## src/rtl/message_build_param.sv

```systemverilog
// Message padding block builder for SHA-2 style hashing.
// Accepts a per-message configuration (length, scheme, last flag), then
// streams the message blocks through a one-deep output register. The final
// block gets the 1-bit pad and big-endian length field. An extra block is
// emitted when the pad and length do not fit in the final block.
module message_build_param #(
  parameter int BLOCK_W = 512,
  parameter int LEN_W   = 64
) (
  input  logic               clk,
  input  logic               rst,
  input  logic [BLOCK_W-1:0] data_in,
  input  logic               data_in_valid,
  output logic               data_in_ready,
  input  logic               data_in_last,
  input  logic [LEN_W-1:0]   cfg_size,
  input  logic [1:0]         cfg_scheme,
  input  logic               cfg_last,
  input  logic               cfg_valid,
  output logic               cfg_ready,
  output logic [BLOCK_W-1:0] data_out,
  output logic               data_out_valid,
  input  logic               data_out_ready,
  output logic               data_out_last,
  output logic               err_last,
  output logic               done
);

  localparam int BLK_LOG = $clog2(BLOCK_W);
  // Largest remainder that still leaves room for the pad bit and length field.
  localparam int THR = BLOCK_W - LEN_W - 1;
  localparam logic [BLK_LOG-1:0] THR_R   = BLK_LOG'(THR);
  localparam logic [LEN_W-1:0]   ONE     = LEN_W'(1);
  localparam logic [BLOCK_W-1:0] TOP_BIT = {1'b1, {(BLOCK_W-1){1'b0}}};

  typedef enum logic [1:0] {IDLE, DATA, EXTRA} state_t;

  state_t               state_q, state_d;
  logic [LEN_W-1:0]     size_q;
  logic [1:0]           scheme_q;
  logic                 cfg_last_q;
  logic [LEN_W-1:0]     nblk_q;
  logic [BLK_LOG-1:0]   rem_q;
  logic [LEN_W-1:0]     idx_q;

  logic [BLOCK_W-1:0]   data_p1;
  logic                 vld_p1;
  logic                 last_p1;
  logic                 tag_p1;
  logic                 err_p1;
  logic                 done_p1;

  logic                 cfg_hs, in_hs, out_hs, out_free;
  logic                 is_final, rem_zero, rem_fits, load_extra;
  logic [BLK_LOG-1:0]   cfg_rem;
  logic [LEN_W-1:0]     cfg_nblk;
  logic [BLOCK_W-1:0]   out_d;
  logic                 last_d;

  // Final block: keep the top r message bits, set the pad bit just below
  // them, clear the rest and optionally insert the length field.
  function automatic logic [BLOCK_W-1:0] pad_final(
    input logic [BLOCK_W-1:0] blk,
    input logic [BLK_LOG-1:0] r,
    input logic               add_len,
    input logic [LEN_W-1:0]   len
  );
    logic [BLOCK_W-1:0] keep;
    logic [BLOCK_W-1:0] res;
    keep = ~({BLOCK_W{1'b1}} >> r);
    res  = (blk & keep) | (TOP_BIT >> r);
    if (add_len) res[LEN_W-1:0] = len;
    return res;
  endfunction

  // Extra block: optional leading pad bit (when the message ended on a block
  // boundary or was empty), zeros, then the length field.
  function automatic logic [BLOCK_W-1:0] extra_block(
    input logic             with_pad,
    input logic [LEN_W-1:0] len
  );
    logic [BLOCK_W-1:0] res;
    res = with_pad ? TOP_BIT : '0;
    res[LEN_W-1:0] = len;
    return res;
  endfunction

  assign cfg_rem  = cfg_size[BLK_LOG-1:0];
  assign cfg_nblk = (cfg_size >> BLK_LOG) + {{(LEN_W-1){1'b0}}, |cfg_rem};
  assign cfg_hs   = cfg_valid && cfg_ready;
  assign in_hs    = data_in_valid && data_in_ready;
  assign out_hs   = vld_p1 && data_out_ready;
  assign out_free = !vld_p1 || data_out_ready;
  assign is_final = (idx_q == nblk_q - ONE);
  assign rem_zero = (rem_q == '0);
  assign rem_fits = (rem_q <= THR_R);

  // Next state and handshake readiness.
  always_comb begin
    state_d       = state_q;
    cfg_ready     = 1'b0;
    data_in_ready = 1'b0;
    load_extra    = 1'b0;
    case (state_q)
      IDLE: begin
        cfg_ready = !rst;
        if (cfg_hs) begin
          if (cfg_nblk != '0)         state_d = DATA;
          else if (cfg_scheme != 2'd1) state_d = EXTRA;
          else                         state_d = IDLE;
        end
      end
      DATA: begin
        data_in_ready = out_free && !rst;
        if (in_hs && is_final) begin
          if (scheme_q == 2'd1)          state_d = IDLE;
          else if (rem_zero || !rem_fits) state_d = EXTRA;
          else                            state_d = IDLE;
        end
      end
      EXTRA: begin
        if (out_free) begin
          load_extra = 1'b1;
          state_d    = IDLE;
        end
      end
      default: state_d = IDLE;
    endcase
  end

  // Block to load into the output register this cycle.
  always_comb begin
    out_d  = data_in;
    last_d = 1'b0;
    if (load_extra) begin
      out_d  = extra_block(rem_zero, size_q);
      last_d = 1'b1;
    end else if (is_final) begin
      if (scheme_q == 2'd1) begin
        last_d = 1'b1;
      end else if (rem_zero) begin
        last_d = 1'b0;
      end else if (rem_fits) begin
        out_d  = pad_final(data_in, rem_q, 1'b1, size_q);
        last_d = 1'b1;
      end else begin
        out_d  = pad_final(data_in, rem_q, 1'b0, size_q);
        last_d = 1'b0;
      end
    end
  end

  // State register.
  always_ff @(posedge clk) begin
    if (rst) state_q <= IDLE;
    else     state_q <= state_d;
  end

  // Per-message configuration and block counter.
  always_ff @(posedge clk) begin
    if (rst) begin
      size_q     <= '0;
      scheme_q   <= '0;
      cfg_last_q <= 1'b0;
      nblk_q     <= '0;
      rem_q      <= '0;
      idx_q      <= '0;
    end else if (cfg_hs) begin
      size_q     <= cfg_size;
      scheme_q   <= cfg_scheme;
      cfg_last_q <= cfg_last;
      nblk_q     <= cfg_nblk;
      rem_q      <= cfg_rem;
      idx_q      <= '0;
    end else if (in_hs) begin
      idx_q      <= idx_q + ONE;
    end
  end

  // Output stage: one-deep register holding the block until accepted;
  // the done tag travels with the block so a new cfg cannot disturb it.
  always_ff @(posedge clk) begin
    if (rst) begin
      data_p1 <= '0;
      vld_p1  <= 1'b0;
      last_p1 <= 1'b0;
      tag_p1  <= 1'b0;
      err_p1  <= 1'b0;
      done_p1 <= 1'b0;
    end else begin
      if (in_hs || load_extra) begin
        data_p1 <= out_d;
        last_p1 <= last_d;
        tag_p1  <= cfg_last_q;
        vld_p1  <= 1'b1;
      end else if (data_out_ready) begin
        vld_p1  <= 1'b0;
      end
      err_p1  <= in_hs && (data_in_last != is_final);
      done_p1 <= out_hs && last_p1 && tag_p1;
    end
  end

  assign data_out       = data_p1;
  assign data_out_valid = vld_p1;
  assign data_out_last  = last_p1;
  assign err_last       = err_p1;
  assign done           = done_p1;

endmodule

```

## config.mk

```make
export PLATFORM = sky130hd
export DESIGN_NAME = message_build_param
export DESIGN_NICKNAME = d
export VERILOG_FILES = /design/src/rtl/message_build_param.sv
export SDC_FILE = /design/constraint.sdc
export NUM_CORES = 2
export LEC_CHECK = 0
export BUFFER_PORTS_ARGS = -buffer_cell sky130_fd_sc_hd__buf_2
export CAP_MARGIN = 20
export CORE_AREA = 2 2 429 431
export CTS_CLUSTER_DIAMETER = 100
export DETAILED_ROUTE_END_ITERATION = 16
export DIE_AREA = 0 0 431 433
export HOLD_SLACK_MARGIN = 0.06
export SYNTH_ARGS = -nofsm -noshare
export SYNTH_HDL_FRONTEND = slang
export SYNTH_SLANG_ARGS = --single-unit
```

## constraint.sdc

```tcl
create_clock -name clk -period 5.5 [get_ports clk]
set_input_delay 0 -clock clk [delete_from_list [all_inputs] [get_ports clk]]
set_output_delay 0 -clock clk [all_outputs]
set_load 0.01 [all_outputs]
```

==> impl_results.md <==
- Count of fill cells added during filler insertion: 19300
- Total placed instance area: 50800 um^2
- Via count: 60800
- Number of stages on the worst hold path: 4
- Number of enable flip-flop cells after synthesis: 0
- Synthesized area divided by synthesized cell count: 7.52 um^2
- Starting density of the core: 22.1%
- Run status: complete, no violations
- Tightest slew margin relative to the limit: 9.65%
- Critical path endpoint category: flop
- Number of I/O port buffers: 1102
- Worst hold endpoint: data_out[404]
- Cells after synthesis: 5366
- Fin nets: 7807
- Die area: 187000 um^2
- Maximum clock insertion buffer count: 3
- I/O pin count: 1103
- Die Ht: 433 um
- Grt ovf: 0
- Final critical path time including I/O delays and setup: 5.42 ns
- Final slew viol count: 0
- Buffer cell driving the clock tree root: clkbuf_16
- Most used flip-flop cell after synthesis: dfxtp_1
- Achievable Freq: 185 MHz
- Count of yosys warnings during synthesis: 0
- Critical path fanouts, max: 12
- Deepest level of the CTS H-tree: 3
- Final Hold Viols: 0
- Global-route total usage across every layer: 43.5%
- Cell with the biggest individual delay on the critical path: o21ai_0
- Setup TNS: 0 ns
- Peak VDD IR: 0.000268 V
- Length of the first detailed-routing pass in iterations: 12
- Final routed wirelength across all metal layers: 428000 um
- Number of violations reported at the end of detailed-routing iteration 0: 9902
- Setup repair after global routing missed its margin: no
- Required time at the endpoint of the critical path: 6.12 ns
- Power per cell area: 274 nW/um^2
- WL per Instance: 43.8 um
- Arrival time of data at the critical path endpoint: 6.04 ns
- Critical path, cell by cell: or3_1 > nor2_1 > buf_4 > nand2_1 > and2_1 > nand2_1 > o21ai_0 > nand3_1 > a32oi_1 > o21ai_0
- Post-synthesis register bit count: 706
- Setup Skew: 0.0623 ns
- Post-synthesis net count: 5955
- Num rows: 157
- Number of global-route vias before repair: 55500
- Largest net degree at the start of global routing: 159
- LEAKAGE: 24.9 nW
- Share of the synthesized area in the top cell type: 35.0%
- Area of the core region: 182000 um^2
- Cell variety after synth: 86
- Layout overhead on the synthesized area: 54.1%
- Power consumption: 17.0 mW
- Class of the tightest hold or removal check: input pin to flop
- Length in cells of the worst reg-to-reg path: 10
- Worst Min Path Start: data_in[404]
- Share of layout cells above drive strength 1: 24.8%
- Crit Path Category: flop to flop
- Half-perimeter wire length after placement: 327000 um
- Worst-Skew Late Latency: 0.80 ns
- Critical path startpoint category: flop
- Global-route wire length before repair: 543000 um
- Final count of negative-setup-slack endpoints: 0
- Post-route standard cell area excluding fillers: 62200 um^2
- Initial antenna violation count: 112
- Final weighted congestion in routability-driven placement: 1.08
- Number of clock sinks seen by CTS: 706
- Crit Reg-Reg Startpoint: size_q[4]
- Max-cap violations: 0
- Reg-to-reg slack, setup: 0.08 ns
- Clock edge transition at the registers on the reported setup and hold paths: 0.06 ns
- CTS Buf Count: 95
- Transition at the pin with the smallest max-transition slack: 1.36 ns
- Dominant cells by area after synthesis: dfxtp_1, nand2_1, o21ai_0
- Proportion of synthesized chip area in sequential cells: 35.0%
- Largest area contributor in the synthesized netlist: dfxtp_1
- Die extent in x: 431 um
- DRC: 0
- Post-synth design cell area: 40300 um^2
- Period utilization: 98.5%
- Terminus of the critical flop-to-flop path: data_out[188]
- Proportion of register bits with asynchronous set or reset after synthesis: 0%
- Crit path largest cell delay: 1.08 ns
- Worst hold-check slack: 0.0812 ns
- CTS tree: built
- Post-detailed-route via-to-cell ratio: 6.22
- ANT nets after route: 0
-- state kept, by name (all words and copies together) (netlist names) --
| signal | flops |
|---|---|
| data_out | 512 |
| idx_q | 64 |
| size_q | 64 |
| nblk_q | 56 |
| scheme_q | 2 |
| state_q | 2 |
| cfg_last_q | 1 |
| data_out_last | 1 |
| data_out_valid | 1 |
| done | 1 |
| err_last | 1 |
| tag_p1 | 1 |
-- layout by cell type, fill, tap and decap left out, drive strengths merged, types with 42 or more instances in the layout --
cell,count
inv,47
o211ai,179
dlygate4sd3,773
mux2i,49
and3,114
clkbuf,136
nand2,715
nand4,98
a211oi,50
and2,56
nand3,373
xnor2,107
a21oi,294
diode,87
buf,1521
o31ai,57
a31oi,90
a311oi,42
xor2,91
nor4,62
dfxtp,706
nor3,91
a22oi,91
a221o,91
o21ai,457
a32oi,149
nor2,418
-- power breakdown --
part           leakage (nW)  total, mW  internal (mW)  switching [mW]
clock                  1.61       6.93           3.98            2.95
sequential             5.75       5.68           5.36           0.317
combinational          17.5       4.42           1.35            3.07
-- cell usage after synthesis (21+ instances only) --
cell type / instances
xor2_1: 91
a22o_1: 21
or3_1: 33
a221o_1: 91
inv_1: 39
a32oi_1: 149
xnor2_1: 107
buf_1: 36
o21ai_1: 30
mux2i_1: 49
nor2_1: 418
clkbuf_1: 445
a311oi_1: 42
and2_1: 53
a21oi_1: 294
o21ai_0: 427
nor4_1: 56
nand2_1: 715
a22oi_1: 91
a211oi_1: 50
a31oi_1: 90
dfxtp_1: 706
or4_1: 23
o22ai_1: 37
and3_1: 114
nand3_1: 373
nor3_1: 88
o31a_1: 22
o31ai_1: 57
nand4_1: 98
o211ai_1: 179
buf_2: 51
-- per-layer routing --
layer | part of all wire (%) | global-route usage [%] | wire length, um | vias to the layer above
met5 | 0.30 | 3.59 | 1290 | -
met4 | 11 | 40.7 | 49000 | 49
met3 | 14 | 20.0 | 58000 | 1747
met2 | 39 | 59.9 | 168000 | 5522
met1 | 36 | 49.0 | 152000 | 29600
li1 | - | - | - | 23800
-- per-stage QoR --
stage | setup slack [ns] | cells | utilization [%]
floorplan | 1.06 | 5366 | -
global route | 0.0127 | 9720 | 34.1
finish | 0.0810 | 9764 | 34.1
CTS | 0.0116 | 9667 | 33.9
global placement | 0.233 | 8717 | 27.8
detailed placement | 0.212 | 8723 | 27.9
-- final cells by class --
cell class / count / area (um^2) / share of cell area, %
inverter: 41 / 156 / 0.252
clock inverter: 37 / 527 / 0.847
timing repair buffer: 2296 / 17100 / 27.5
tap: 2385 / 2980 / 4.80
antenna: 87 / 218 / 0.350
sequential: 706 / 14200 / 22.8
clock buffer: 134 / 2770 / 4.45
multi-input combinational: 4078 / 24300 / 39.1
-- cells by family (layout without fill, tap and decap cells) --
| group | after synthesis | after routing | synth area share (%) |
|---|---|---|---|
| mux | 50 | 50 | 1.24 |
| flops | 706 | 706 | 35.0 |
| buf+inv | 582 | 2508 | 5.70 |
| other cells | 0 | 87 | 0 |
| fa+ha+maj | 4 | 4 | 0.124 |
| compound gates | 1746 | 1746 | 29.2 |
| simple gates | 2080 | 2080 | 24.4 |
| xor+xnor | 198 | 198 | 4.30 |
-- critical path, delay by kind of cell, from the launching register on --
family	cells	cell delay (ns)
AND/OR/NAND/NOR	6	3.03
AO/OA/AOI/OAI	3	1.46
buffers and inverters	1	0.20
flip-flops	1	0.55
-- worst max path at each step --
stage | slack, ns | to | from | cells after the start
2_1_floorplan | 1.06 | data_out[329] | nblk_q[11] | 13
3_3_place_gp | 0.23 | data_out[436] | nblk_q[11] | 11
3_5_place_dp | 0.21 | data_out[436] | nblk_q[11] | 11
4_1_cts | 0.01 | data_out[264] | nblk_q[11] | 12
5_1_grt | 0.01 | data_out[281] | nblk_q[0] | 17
6_report | 0.08 | data_out[188] | size_q[4] | 10
-- what timing repair did --
item,in CTS,in global routing
hold buffers,773,0
hold endpoints to repair,640,0
buffers inserted,0,3
gates resized for setup,0,10
endpoints found under the setup margin,0,28
Note: power is estimated with default switching activity, not from simulation.
